### config.mk
export PLATFORM = sky130hd
export DESIGN_NAME = alu_arbiter
export DESIGN_NICKNAME = d
export VERILOG_FILES = /design/src/rtl/alu_arbiter.sv
export SDC_FILE = /design/constraint.sdc
export NUM_CORES = 1
export LEC_CHECK = 0
export BUFFER_PORTS_ARGS = -buffer_cell sky130_fd_sc_hd__buf_2
export CAP_MARGIN = 20
export CORE_MARGIN = 10
export CORE_UTILIZATION = 38
export CTS_CLUSTER_SIZE = 20
export DETAILED_ROUTE_END_ITERATION = 16
export PLACE_DENSITY = 0.75
export SYNTH_ARGS = -nofsm -noshare
export SYNTH_HDL_FRONTEND = slang
export SYNTH_SLANG_ARGS = --single-unit
### constraint.sdc
create_clock -name clk -period 1.1 [get_ports clk]
set_input_delay 0 -clock clk [delete_from_list [all_inputs] [get_ports clk]]
set_output_delay 0 -clock clk [all_outputs]
set_load 0.02 [all_outputs]
### src/rtl/alu_arbiter.sv
// Two-requester round-robin front end for one shared combinational ALU.
// Each accepted request runs through IDLE -> EXEC -> RESP, so one operation completes every three cycles.
package alu_arbiter_pkg;
    typedef enum logic [2:0] {
        OP_ADD  = 3'd0,
        OP_SUB  = 3'd1,
        OP_MULT = 3'd2,
        OP_AND  = 3'd3,
        OP_OR   = 3'd4,
        OP_XOR  = 3'd5
    } op_code_e;
endpackage

module alu_arbiter
    import alu_arbiter_pkg::*;
#(
    parameter int N = 4
) (
    input  logic           clk,
    input  logic           rst,
    input  logic           req0_valid,
    input  logic           req1_valid,
    output logic           req0_ready,
    output logic           req1_ready,
    input  logic [N-1:0]   req0_a,
    input  logic [N-1:0]   req0_b,
    input  logic [N-1:0]   req1_a,
    input  logic [N-1:0]   req1_b,
    input  op_code_e       req0_op,
    input  op_code_e       req1_op,
    input  logic           req0_cin,
    input  logic           req1_cin,
    output logic [N-1:0]   alu_a,
    output logic [N-1:0]   alu_b,
    output op_code_e       alu_op,
    output logic           alu_cin,
    input  logic [N-1:0]   alu_out,
    input  logic [2*N-1:0] alu_mult,
    input  logic           alu_z,
    input  logic           alu_nf,
    input  logic           alu_v,
    input  logic           alu_cout,
    output logic           rsp_valid,
    input  logic           rsp_ready,
    output logic           rsp_id,
    output logic [N-1:0]   rsp_out,
    output logic [2*N-1:0] rsp_mult,
    output logic           rsp_z,
    output logic           rsp_nf,
    output logic           rsp_v,
    output logic           rsp_cout,
    output logic           busy
);
    typedef enum logic [1:0] {IDLE, EXEC, RESP} state_e;

    state_e state;
    logic   last;   // requester served most recently; also the id of the op in flight
    logic   grant;
    logic   idle;
    logic   accept;

    // A lone requester always wins; on a tie the one not served last wins.
    always_comb begin
        grant = req1_valid;
        if (req0_valid && req1_valid)
            grant = ~last;
    end

    assign idle       = (state == IDLE) && !rst;
    assign req0_ready = idle && req0_valid && !grant;
    assign req1_ready = idle && req1_valid && grant;
    assign accept     = req0_ready || req1_ready;
    assign busy       = (state != IDLE);
    assign rsp_valid  = (state == RESP);

    // The alu_* registers double as the operand latch, so they read zero/Add outside EXEC.
    always_ff @(posedge clk) begin
        if (rst) begin
            state    <= IDLE;
            last     <= 1'b1;
            alu_a    <= '0;
            alu_b    <= '0;
            alu_op   <= OP_ADD;
            alu_cin  <= 1'b0;
            rsp_id   <= 1'b0;
            rsp_out  <= '0;
            rsp_mult <= '0;
            rsp_z    <= 1'b0;
            rsp_nf   <= 1'b0;
            rsp_v    <= 1'b0;
            rsp_cout <= 1'b0;
        end else begin
            case (state)
                IDLE: begin
                    if (accept) begin
                        alu_a   <= grant ? req1_a   : req0_a;
                        alu_b   <= grant ? req1_b   : req0_b;
                        alu_op  <= grant ? req1_op  : req0_op;
                        alu_cin <= grant ? req1_cin : req0_cin;
                        last    <= grant;
                        state   <= EXEC;
                    end
                end
                EXEC: begin
                    rsp_id   <= last;
                    rsp_out  <= alu_out;
                    rsp_mult <= alu_mult;
                    rsp_z    <= alu_z;
                    rsp_nf   <= alu_nf;
                    rsp_v    <= alu_v;
                    rsp_cout <= alu_cout;
                    alu_a    <= '0;
                    alu_b    <= '0;
                    alu_op   <= OP_ADD;
                    alu_cin  <= 1'b0;
                    state    <= RESP;
                end
                RESP: begin
                    if (rsp_ready)
                        state <= IDLE;
                end
                default: state <= IDLE;
            endcase
        end
    end
endmodule

Yosys cells after proc, flatten, opt, wreduce, memory -nomap -nowiden
Index checks and enable logic that the tools add are counted.
{"block": "classes", "n_mux": 16, "n_eq_ne": 4, "n_bitwise": 1, "reduce_logical": 15}
{"cell": "4-bit 2-to-1 mux", "n": 4}
{"cell": "4-bit one-hot mux with 2 select lines", "n": 2}
{"cell": "1-bit logical AND", "n": 6}
{"cell": "3-bit 2-to-1 mux", "n": 2}
{"cell": "2-bit one-hot mux with 3 select lines", "n": 1}
{"cell": "3-bit one-hot mux with 2 select lines", "n": 1}
{"cell": "2-bit AND reduction", "n": 3}
{"cell": "2-bit 2-to-1 mux", "n": 2}
{"cell": "2-bit nonzero test", "n": 2}
{"cell": "1-bit 2-to-1 mux", "n": 3}
{"cell": "2-bit by 1-bit == test with 1-bit output (second input constant)", "n": 1}
{"cell": "2-bit == test (second input constant)", "n": 1}
{"cell": "1-bit zero test", "n": 2}
{"cell": "2-bit zero test", "n": 1}
{"cell": "2-bit by 1-bit != test with 1-bit output (second input constant)", "n": 1}
{"cell": "2-bit != test (second input constant)", "n": 1}
{"cell": "1-bit one-hot mux with 2 select lines", "n": 1}
{"cell": "1-bit logical OR", "n": 1}
{"cell": "1-bit NOT", "n": 1}
{"block": "word_totals", "register_bits": 32, "output_inout_bits": 33, "wordCells": 49, "in_bits": 45}

Logic depth before layout (Yosys ltp)
{"block": "depth", "word_depth": 7, "depth_mapped": 5, "depth_no_buf": 3}

Worst setup path after synthesis
Ideal clock, no wire load.
{"block": "synth_timing", "path_type": "flip-flop to flip-flop", "startpoint": "reg state[0]", "endpoint": "reg alu_cin", "required_time_ps": 1030, "path_stages_with_launch": 5, "t_arrival_ps": 1133, "setup_slack_ps": -103, "setup_time_ps": 70, "cell_sequence": "dfxtp_1 -> or3_1 -> a21oi_2 -> buf_4 -> o2bb2ai_1"}
{"block": "synth_via", "elab_chain_len": 7, "elab_cells_between_ends": 12, "cone_classes": "2 x eq/ne; 1 x mux; 9 x reduce/logical"}
{"item": "from (decl)", "line": "56", "text": "state_e state;"}
{"item": "from (signal assigned)", "line": "79", "text": "state <= IDLE;"}
{"item": "from (signal assigned)", "line": "101", "text": "state <= EXEC;"}
{"item": "from (signal assigned)", "line": "116", "text": "state <= RESP;"}
{"item": "2-bit zero test", "line": "69, 93"}
{"item": "1-bit logical AND", "line": "69", "text": "assign idle = (state == IDLE) && !rst;"}
{"item": "1-bit logical AND (on tied branches) (2 in a row)", "line": "70, 71"}
{"item": "1-bit logical OR", "line": "72", "text": "assign accept = req0_ready || req1_ready;"}
{"item": "2-bit != test (no source line)"}
{"item": "2-bit AND reduction (no source line)"}
{"item": "to (signal assigned)", "line": "99", "text": "alu_cin <= grant ? req1_cin : req0_cin;"}
{"item": "to (decl)", "line": "36", "text": "output logic alu_cin,"}
Several ways; a longest one is shown, not always the timed one.
A chain may end at the register's enable or synchronous reset.

Worst setup path after layout
{"block": "layout_timing", "startpoint": "reg state[1]", "endpoint": "out req1_ready"}
{"block": "layout_via", "elab_chain_len": 4}
{"item": "2-bit zero test", "line": "69"}
{"item": "1-bit logical AND", "line": "69"}
{"item": "1-bit logical AND (2 in a row)", "line": "71", "text": "assign req1_ready = idle && req1_valid && grant;"}
{"item": "to (decl)", "line": "24", "text": "output logic req1_ready,"}
Every way passes these cells.

==> results.toml <==
[run_status]
status = "finished, violations left"
violations = "negative hold slack, negative setup slack"

[timing]
maxSlewHeadroom_pct = 84.3
fin_hold_ws_ns = -0.000783
grt_setup_unrepaired = "yes"
worstMarginPinSlew_ns = 0.228
finalClockSkew_ns = 0.00992
fin_crit_ns = 1.37
hold_violations = 1
max_freq_ghz = 0.730
fin_ws_ns = -0.269
setup_viol = 35
period_share_pct = 124
setup-tns-final_ns = -4.97
slew_violations = 0

[route]
via_count = 1502
firstDrtPassIters = 4
highest_layer = "met4"
via_per_inst = 4.74
wl_um = 5410
wl_per_cell_um = 17.1
met2_length_um = 2920
met3WireLength_um = 316
drc = 0
met1_length_um = 1890
drt_iter0_drc = 107
ant_nets = 0

[place]
port_buffers = 77
hpwl_um = 2870
place_congestion = 0.743
dp_cells = 259
placed_cell_area_um2 = 1750
pre_cts_ws_ns = -0.0645

[grt]
grt_usage_pct = 17.1
antenna_found_initial = 1
grt_pass1_wl_um = 8250
grt-ovfl-total = 0
grt_max_degree = 21
grt_pass1_vias = 1638

[power_and_ir_drop]
leakagePower_nw = 1.13
power_mw = 3.18
p_per_area_nw_per_um2 = 1320
vdd_drop_max_mv = 0.698

[die]
die_area_um2 = 6090
die_w_um = 78.1
initial_core_util_pct = 39.0
die_y_um = 78.1
io_pins = 78
core-area_um2 = 3280
core.rowCount = 21

[logic_synthesis]
ys_seq_elements = 32
synthTopCellsByArea = "dfxtp_1 (50%), nand2_1 (11%), mux2i_1 (8.6%)"
postSynthAreaPerCell_um2 = 9.35
netlist_instances = 137
ys_seq_area_share_pct = 50.0
yosys.cell_types.count = 23
synth_top_area_share_pct = 50.0
yosys_warnings = 0
yosysTopAreaCell = "dfxtp_1"
netlist_area_um2 = 1280
syn_nets = 182

[clock_tree]
ctsRootBufferMaster = "clkbuf_4"
h-tree-depth = 2
cts_tree = "yes"
clk_latency_ns = 0.34
clock_sinks = 32
cts_made_buffers = 5
clockBufferDepth = 2
clk_pin_slew_ns = 0.09

[cells_and_area]
final_util_pct = 73.7
final_cell_area_um2 = 2420
drive_gt1_share_pct = 42.4
syn_to_final_growth_pct = 88.9
final-instance-count-excl-fill = 317
final_nets = 313
fillers = 214

[critical_path]
cp.arrival_ns = 1.37
worstPathRequired_ns = 1.10
setup.worst_path.class = "reg2out"
path_max_fanout = 3
start_kind = "flop"
endpoint_kind = "output pin"

[run]
drv_cap = 0

[min_path]
hold_class = "in2reg"
## worst max-delay path, stage by stage (launching register included)
cell     delay (ns)
dfxtp_2        0.34
or3_4          0.37
and2b_1        0.21
buf_6          0.11
## worst paths after layout
path | from | end | slack, ns | cells past startpoint
worst min register to register | rsp_mult[6]$_SDFFE_PP0P_ | rsp_mult[6]$_SDFFE_PP0P_ | 0.46 | 2
worst min-delay path | req1_b[0] | alu_b[0]$_SDFFE_PP0P_ | -0.0008 | 3
worst max-delay path | state[1]$_SDFFE_PP0P_ | req1_ready | -0.27 | 3
worst max register to register | state[0]$_SDFFE_PP0P_ | alu_cin$_SDFFE_PP0P_ | -0.25 | 5
## cell usage in the layout, fill, tap and decap left out
cell           count
a21boi_2           1
a21oi_1           17
a21oi_2            2
a221o_1            1
a32oi_1            1
and2b_1            1
and2b_2            1
buf_12             2
buf_16             2
buf_2             74
buf_4              9
buf_6              5
bufinv_16          1
clkbuf_4           5
clkbuf_8           2
dfxtp_1           29
dfxtp_2            2
dfxtp_4            1
diode_2            2
dlygate4sd3_1     40
inv_1              3
mux2i_1           11
nand2_1           36
nand2b_1           1
nor2_1             1
nor2_2             1
nor2b_1            2
o21bai_4           2
o2bb2ai_1         10
o2bb2ai_2          2
or2b_1             1
or2b_4             1
or3_1              1
or3_4              1
## cell usage after synthesis
cell,number
a21boi_2,1
a21oi_1,18
a21oi_2,1
a221o_1,1
a32oi_1,1
and2b_1,2
buf_1,1
buf_2,4
buf_4,1
buf_6,2
clkbuf_1,1
dfxtp_1,32
inv_1,3
mux2i_1,11
nand2_1,36
nand2b_1,1
nor2_1,2
nor2b_1,2
o21bai_4,1
o2bb2ai_1,12
or2b_1,2
or3_1,1
or3_4,1
## final cells by class
type	count	area, µm²	area share (%)
clock buffer	7	65.1	2.69
inverter	3	11.3	0.465
clock inverter	1	30.0	1.24
timing repair buffer	132	990	40.9
sequential	32	647	26.7
tap	46	57.6	2.38
multi-input combinational	94	614	25.4
antenna	2	5.00	0.207
## power breakdown
| group | internal [mW] | switching, mW | total (mW) |
|---|---|---|---|
| sequential | 1.25 | 0.0525 | 1.30 |
| clock | 0.603 | 0.405 | 1.01 |
| combinational | 0.441 | 0.431 | 0.871 |
| total | 2.30 | 0.888 | 3.18 |
## registers in the layout, summed over array words and instances (netlist names)
name      count
alu_a         4
alu_b         4
alu_cin       1
alu_op        3
last          1
rsp_cout      1
rsp_id        1
rsp_mult      8
rsp_nf        1
rsp_out       4
rsp_v         1
rsp_z         1
state         2
## per-layer routing
| layer | vias up | track usage, % |
|---|---|---|
| met4 | 0 | 12.5 |
| met2 | 57 | 31.0 |
| met5 | - | 0 |
| met3 | 23 | 4.67 |
| li1 | 737 | - |
| met1 | 685 | 16.2 |
## logic make-up after synthesis
logic type	share of synthesized area, %
AND/OR/NAND/NOR	16.3
flip-flops	50.0
AO/OA/AOI/OAI	19.7
buffers and inverters	5.37
multiplexers	8.59
## repair_timing
| action | CTS | global route |
|---|---|---|
| hold buffers | 40 | 0 |
| buffers inserted | 3 | 2 |
| gates cloned | 3 | 0 |
| pin swaps | 5 | 0 |
| resized for setup | 16 | 4 |
| endpoints found under the hold margin | 29 | 0 |
| endpoints found under the setup margin | 24 | 36 |
Power figures use the tool's default switching activity.
